File: src/rtl/fetch_redirect_ctrl.sv
// Redirect sequencer for the 2-wide fetch unit: arbitrates exception and branch
// redirects and walks fetch through EVENT -> DISCARD (drain) -> ADDR_SET+RESTART.
module fetch_redirect_ctrl #(
    parameter int unsigned P_MAX_OUTSTANDING = 8,
    parameter int unsigned P_CNT_W           = 4
) (
    input  logic               iCLOCK,
    input  logic               iRESET_SYNC,
    input  logic               iEXC_REQ,
    input  logic [31:0]        iEXC_ADDR,
    output logic               oEXC_ACK,
    input  logic               iBR_REQ,
    input  logic [31:0]        iBR_ADDR,
    output logic               oBR_ACK,
    input  logic               iFETCH_ISSUE,
    input  logic               iFETCH_RETURN,
    output logic               oEXCEPTION_EVENT,
    output logic               oEXCEPTION_INST_DISCARD,
    output logic               oEXCEPTION_ADDR_SET,
    output logic [31:0]        oEXCEPTION_ADDR,
    output logic               oEXCEPTION_RESTART,
    output logic               oBUSY,
    output logic [P_CNT_W-1:0] oOUTSTANDING,
    output logic               oCNT_ERR
);

    localparam logic [P_CNT_W-1:0] L_CNT_MAX = P_CNT_W'(P_MAX_OUTSTANDING);

    typedef enum logic [1:0] {
        S_IDLE    = 2'd0,
        S_FLUSH   = 2'd1,
        S_DRAIN   = 2'd2,
        S_RESTART = 2'd3
    } state_t;

    state_t               r_state;
    state_t               w_state_next;
    logic [P_CNT_W-1:0]   r_cnt;
    logic [P_CNT_W-1:0]   w_cnt_next;
    logic                 r_cnt_err;
    logic [31:0]          r_addr;
    logic                 r_event;
    logic                 r_discard;
    logic                 r_restart;
    logic                 r_busy;
    logic                 w_exc_ack;
    logic                 w_br_ack;
    logic                 w_inc;
    logic                 w_dec;
    logic                 w_cnt_fault;

    // Acks are gated by reset so nothing is accepted on a reset edge
    assign w_exc_ack = iEXC_REQ && !iRESET_SYNC;
    assign w_br_ack  = iBR_REQ && !iEXC_REQ && !iRESET_SYNC && (r_state == S_IDLE);

    // Outstanding-fetch counter: saturate at both ends and flag the attempt
    always_comb begin
        w_inc       = iFETCH_ISSUE && !iFETCH_RETURN;
        w_dec       = iFETCH_RETURN && !iFETCH_ISSUE;
        w_cnt_next  = r_cnt;
        w_cnt_fault = 1'b0;
        if (w_inc) begin
            if (r_cnt == L_CNT_MAX) begin
                w_cnt_fault = 1'b1;
            end else begin
                w_cnt_next = r_cnt + P_CNT_W'(1);
            end
        end else if (w_dec) begin
            if (r_cnt == '0) begin
                w_cnt_fault = 1'b1;
            end else begin
                w_cnt_next = r_cnt - P_CNT_W'(1);
            end
        end
    end

    // Next state; an accepted exception restarts the sequence from any state
    always_comb begin
        w_state_next = r_state;
        case (r_state)
            S_IDLE:    if (w_br_ack) w_state_next = S_FLUSH;
            S_FLUSH:   w_state_next = S_DRAIN;
            S_DRAIN:   if (w_cnt_next == '0) w_state_next = S_RESTART;
            S_RESTART: w_state_next = S_IDLE;
            default:   w_state_next = S_IDLE;
        endcase
        if (w_exc_ack) begin
            w_state_next = S_FLUSH;
        end
    end

    // Strobes are registered from the next state so each is a clean flop output
    always_ff @(posedge iCLOCK) begin
        if (iRESET_SYNC) begin
            r_state   <= S_IDLE;
            r_cnt     <= '0;
            r_cnt_err <= 1'b0;
            r_addr    <= 32'd0;
            r_event   <= 1'b0;
            r_discard <= 1'b0;
            r_restart <= 1'b0;
            r_busy    <= 1'b0;
        end else begin
            r_state   <= w_state_next;
            r_cnt     <= w_cnt_next;
            r_cnt_err <= r_cnt_err || w_cnt_fault;
            if (w_exc_ack) begin
                r_addr <= iEXC_ADDR;
            end else if (w_br_ack) begin
                r_addr <= iBR_ADDR;
            end
            r_event   <= (w_state_next == S_FLUSH);
            r_discard <= (w_state_next == S_DRAIN);
            r_restart <= (w_state_next == S_RESTART);
            r_busy    <= (w_state_next != S_IDLE);
        end
    end

    assign oEXC_ACK                = w_exc_ack;
    assign oBR_ACK                 = w_br_ack;
    assign oEXCEPTION_EVENT        = r_event;
    assign oEXCEPTION_INST_DISCARD = r_discard;
    assign oEXCEPTION_ADDR_SET     = r_restart;
    assign oEXCEPTION_RESTART      = r_restart;
    assign oEXCEPTION_ADDR         = r_addr;
    assign oBUSY                   = r_busy;
    assign oOUTSTANDING            = r_cnt;
    assign oCNT_ERR                = r_cnt_err;

endmodule
File: config.mk
export PLATFORM = sky130hd
export DESIGN_NAME = fetch_redirect_ctrl
export DESIGN_NICKNAME = d
export VERILOG_FILES = /design/src/rtl/fetch_redirect_ctrl.sv
export SDC_FILE = /design/constraint.sdc
export NUM_CORES = 1
export LEC_CHECK = 0
export CAP_MARGIN = 5
export CORE_MARGIN = 2
export CORE_UTILIZATION = 32
export CTS_BUF_LIST = sky130_fd_sc_hd__clkbuf_8
export DETAILED_ROUTE_END_ITERATION = 12
export GPL_TIMING_DRIVEN = 0
export PLACE_DENSITY = 0.8
export SLEW_MARGIN = 15
export SYNTH_ARGS = -nofsm -noshare
export SYNTH_HDL_FRONTEND = slang
export SYNTH_SLANG_ARGS = --single-unit
File: constraint.sdc
create_clock -name iCLOCK -period 5.1 [get_ports iCLOCK]
set_clock_uncertainty 0.2 [all_clocks]
set_input_delay 1.02 -clock iCLOCK [delete_from_list [all_inputs] [get_ports iCLOCK]]
set_output_delay 1.02 -clock iCLOCK [all_outputs]
set_load 0.005 [all_outputs]
Yosys cells after proc, flatten, opt, wreduce, memory -nomap -nowiden
Index checks and enable logic that the tools add are counted.
{"block": "op_classes", "reduce_logical": 16, "add_sub_neg": 2, "n_eq_ne": 7, "mux": 14}
{"cell": "$mux W32", "n": 2}
{"cell": "$mux W4", "n": 4}
{"cell": "$eq A2 B2 Y1 const B", "n": 4}
{"cell": "$logic_not A4 Y1", "n": 2}
{"cell": "$pmux W2 S4", "n": 1}
{"cell": "$logic_and A1 B1 Y1", "n": 6}
{"cell": "$mux W2", "n": 3}
{"cell": "$add A4 B1 Y4 const B", "n": 1}
{"cell": "$eq A2 B1 Y1 const B", "n": 2}
{"cell": "$eq A4 B4 Y1 const B", "n": 1}
{"cell": "$logic_not A1 Y1", "n": 4}
{"cell": "$mux W1", "n": 4}
{"cell": "$reduce_bool A2 Y1", "n": 2}
{"cell": "$sub A4 B1 Y4 const B", "n": 1}
{"cell": "$logic_not A2 Y1", "n": 1}
{"cell": "$logic_or A1 B1 Y1", "n": 1}
{"block": "word_totals", "out_inout_bits": 44, "elab_cells": 47, "inputBits": 70, "regBits": 43}

Longest topological paths before layout
{"block": "depth", "ltp_word": 9, "ltp_mapped": 9, "depth_no_buf": 7}

Worst setup path after synthesis
No wires, ideal clock.
{"block": "synth_timing", "path_kind": "input -> output", "startpoint": "in iRESET_SYNC", "endpoint": "out oBR_ACK", "n_path_buf": 3, "required_ns": 3.880, "path_stages": 4, "arrival_ns": 1.758, "setup_slack_ns": 2.122, "cell_sequence": "buf_4 and4bb_2 buf_4 buf_4"}
{"block": "synth_via", "elab_chain_len": 3}
{"element": "start, declared", "line": "8", "text": "input logic iRESET_SYNC,"}
{"element": "$logic_not A1 Y1", "line": "54", "text": "assign w_br_ack = iBR_REQ && !iEXC_REQ && !iRESET_SYNC && (r_state == S_IDLE);"}
{"element": "$logic_and A1 B1 Y1 (2 in series)", "line": "54"}
{"element": "end, declared", "line": "14", "text": "output logic oBR_ACK,"}
No other way between the ends.

Worst setup path after layout
{"block": "layout_timing", "startpoint": "in iEXC_REQ", "endpoint": "out oBR_ACK"}
{"block": "layout_via", "elab_chain_len": 4}
{"element": "start, declared", "line": "9", "text": "input logic iEXC_REQ,"}
{"element": "$logic_not A1 Y1", "line": "54"}
{"element": "$logic_and A1 B1 Y1 (3 in series)", "line": "54"}
No other way between the ends.

==> impl.org <==
** Status
- Run status :: finished with violations
- Failing checks :: design-rule violations

** STA
- Based on the critical path, the design can be clocked at up to roughly 250 MHz.
- In this run the tightest slew margin relative to its limit is 63.8%.
- Final worst path period share :: between 70% and 80%
- The max-slew violation count was 0.
- Worst hold slack :: 282 ps
- The smallest clock period supported by the final layout is computed as 4010 ps.
- Final hold violation count :: 0
- Setup violations remaining at the end of the flow were counted as 0.
- Setup total negative slack on the finished layout was measured at 0 ps.
- Transition time of the tightest slew-check pin :: approximately 540 ps
- Unrepaired setup endpoints after global routing :: no

** Global route
- Across every metal layer, demand over resource in global routing totals between 15 and 20%.
- After global routing the overflow that remains totals 0.
- Busiest layer in global routing :: met2
- Largest net degree at the start of global routing :: 13
- M2 GR Usage :: 28.6%
- Global-route wire length before repair :: 9.71 mm
- The number of global-route vias before repair came to between 2,000 and 2,500.
- Met3 Resource Use GR :: 6.83%
- The initial antenna violation count is 0.
- Met1 GRT Util :: 18.4%

** Worst setup path
- The most critical setup path has its startpoint at iEXC_REQ.
- The worst register-to-register path has a depth of 7.
- For the worst setup path, the data required time is just under 4000 ps.
- Arrival @ worst endpoint :: roughly 2800 ps
- In this run the worst path has a maximum fanout of 10.
- Setup slack, reg-to-reg :: 2910 ps
- The worst register-to-register path begins at oOUTSTANDING[0].
- The endpoint identified for the worst register-to-register timing path is oEXCEPTION_EVENT.
- By startpoint and endpoint, the worst setup path is classified as in2out.
- Following the worst setup path forward leads to its endpoint at oBR_ACK.
- STA classifies the critical path startpoint as an input port.
- The worst setup path is captured at an output pin.

** Place
- The HPWL after detailed placement is 4.65 mm.
- Port Buf Inserts :: roughly 110
- Placed Area :: between 3000 and 4000 sq um
- Weighted congestion at the end of routability-driven global placement :: slightly above 0.8

** Clock tree
- The clock tree synthesis step divided the H-tree into 2 levels.
- Clock tree from TritonCTS :: built
- Post-cts sizing count :: 0
- Clock root buffer :: sky130_fd_sc_hd__clkbuf_8
- Hold buffer count at cts :: 0
- Post-CTS repair timing setup buffer count :: 0
- No sink is reached through more buffers than the 2 on the longest clock path.
- In this run, CTS created clock tree buffers numbering 5.
- Counting every sink on the clock net gives 43.
- Clock-pin slew was measured on the worst setup and hold paths at 80 ps.
- Clock latency of the later-clocked register in the worst-skew pair :: around 290 ps

** Yosys
- Fraction of registers with async set/reset :: 0%
- The netlist uses 34 different library cells.
- Sequential cell area fraction in the yosys report :: about two fifths
- The synthesized design contains between 40 and 50 register bits.
- In this run, synthesis inferred 0 flip-flops with an integrated enable.
- Avg Synthesized Cell Area :: roughly 8.3 sq um
- Synthesized Nets :: 334
- By area the synthesized netlist is led by sky130_fd_sc_hd__dfxtp_1, sky130_fd_sc_hd__mux2i_1, sky130_fd_sc_hd__nor2_1.
- Dominant cell type by area after synthesis :: sky130_fd_sc_hd__dfxtp_1
- Most instantiated library cell after synthesis :: sky130_fd_sc_hd__nor2_1
- Commonest cells in the synthesized netlist :: sky130_fd_sc_hd__nor2_1, sky130_fd_sc_hd__dfxtp_1, sky130_fd_sc_hd__a21oi_1, sky130_fd_sc_hd__mux2i_1, sky130_fd_sc_hd__clkbuf_1
- Post-synthesis instance total :: approximately 260
- Fraction of post-synthesis cell area in the top cell type by area :: 40.2%
- The most used flip-flop cell after synthesis is sky130_fd_sc_hd__dfxtp_1.
- Number of synthesis warnings :: 0
- Post-Syn Area :: 2140 sq um

** Layout
- The repair_antennas step left the layout with diodes totalling 0.
- Layout Utilization :: 53.4%
- In the final design database the tool counted roughly 450 nets.
- Post-route cell area :: 3430 sq um
- Layout cell share with drive strength beyond 1 :: between 5 and 6%
- The area growth from synthesis to layout is 60.2%.

** Floorplanning
- Die footprint :: 7360 sq um
- Vert. Die Dim :: 85.8 microns
- For this design the top-level I/O count stands at 114.
- In this run the horizontal extent of the chip is around 86 microns.
- The initialized floorplan defines 29 standard-cell rows.
- Core ar. :: ~6400 sq um
- The initial utilization of the core area, before any placement, comes to between 30% and 40%.

** Route
- Count of routing violations after the opening detailed-route iteration :: 53
- Once detail routing completed, the nets flagged for antenna violations numbered 0.
- For this run, the detailed router's first-pass iteration total came to 8.
- In the routed design, unresolved DRC markers number 3.
- Total vias in the final route :: 2,234
- Dividing the detail-routed via count by the number of cells gives approximately 4.9.
- Wires add up to approximately 6.2 mm.
- Dividing the detail-routed wire length by the instance count gives between 10 and 15 microns.

** Power and ir drop
- Summed over all cells, the static leakage comes to ~1.3 nW.
- VDD sags by at most 0.133 mV.
- Power spread over the standard cell area amounts to 245 nW/um^2.

** Worst hold path
- The worst hold path passes through 2 cells.
- In this run the worst hold path is classified as reg2reg.

** Job
- Max-cap violations in this run came to 0.
## routing by layer
metal  vias up  routed length, microns
met5         -                       0
met3        10                     593
li1       1109                       -
met4         0                      76
met1      1024                    2550
met2        91                    2950
## worst max-delay path, cell delays in order
cell	delay [ps]
sky130_fd_sc_hd__clkdlybuf4s50_1	510
sky130_fd_sc_hd__and4bb_2	330
sky130_fd_sc_hd__buf_4	160
sky130_fd_sc_hd__buf_4	230
sky130_fd_sc_hd__clkdlybuf4s50_1	530
## state kept, by name, indices dropped and copies added (netlist names)
signal	count
oEXCEPTION_EVENT	1
oOUTSTANDING	4
oCNT_ERR	1
oEXCEPTION_ADDR_SET	1
oBUSY	1
oEXCEPTION_ADDR	32
oEXCEPTION_INST_DISCARD	1
r_state	2
## worst min path at each step
stage / end / start
6_report: oCNT_ERR / oCNT_ERR
5_1_grt: oCNT_ERR / oCNT_ERR
4_1_cts: oCNT_ERR / oCNT_ERR
3_5_place_dp: oCNT_ERR / oCNT_ERR
3_3_place_gp: oCNT_ERR / oCNT_ERR
2_1_floorplan: oCNT_ERR / oCNT_ERR
## layout by cell type, fill, tap and decap left out, types with 2 or more instances in the layout
cell type and count:
sky130_fd_sc_hd__a21oi_1 39, sky130_fd_sc_hd__a311oi_1 2, sky130_fd_sc_hd__buf_1 2, sky130_fd_sc_hd__buf_2 2, sky130_fd_sc_hd__buf_4 7, sky130_fd_sc_hd__clkbuf_1 9, sky130_fd_sc_hd__clkbuf_8 5, sky130_fd_sc_hd__clkdlybuf4s50_1 111
sky130_fd_sc_hd__dfxtp_1 43, sky130_fd_sc_hd__ha_1 5, sky130_fd_sc_hd__inv_1 9, sky130_fd_sc_hd__mux2_2 2, sky130_fd_sc_hd__mux2i_1 33, sky130_fd_sc_hd__nand2_1 8, sky130_fd_sc_hd__nand3_1 2, sky130_fd_sc_hd__nor2_1 73
sky130_fd_sc_hd__nor2b_1 2, sky130_fd_sc_hd__nor3b_1 2, sky130_fd_sc_hd__o22ai_1 2, sky130_fd_sc_hd__xnor2_1 3
## where the power goes
group	internal [mW]	switching [mW]	leakage, nW
Sequential	0.362	0.0187	0.355
Clock	0.0923	0.114	0.0505
Combinational	0.148	0.106	0.884
Total	0.603	0.239	1.29
## area by class of cell
cell class                      instances  area, sq um
Fill cell                             606         2990
Multi-Input combinational cell        189         1150
Timing Repair Buffer                  111         1110
Sequential cell                        43          861
Buffer                                 20          104
Tap cell                               77         96.3
Clock buffer                            5         68.8
Inverter                                7         26.3
Clock inverter                          3         12.5
## cell families (layout without fill, tap and decap cells)
family                   count (synthesis)  after routing  synth area share, %
AO/OA/AOI/OAI                           51             51                 13.9
XOR/XNOR                                 3              3                 1.23
adder cells (fa/ha/maj)                  5              5                 2.92
buffers and inverters                   27            146                 6.08
flip-flops                              43             43                 40.2
multiplexers                            35             35                 16.5
AND/OR/NAND/NOR                         95             95                 19.2
## per-stage QoR
stage	power [mW]	std cells	setup WS [ps]
2_1_floorplan	0.511	259	2120
3_3_place_gp	0.636	447	1090
3_5_place_dp	0.643	447	1090
4_1_cts	0.850	455	1090
5_1_grt	0.894	455	983
6_report	0.841	455	1090
(Power assumes the default switching activity.)
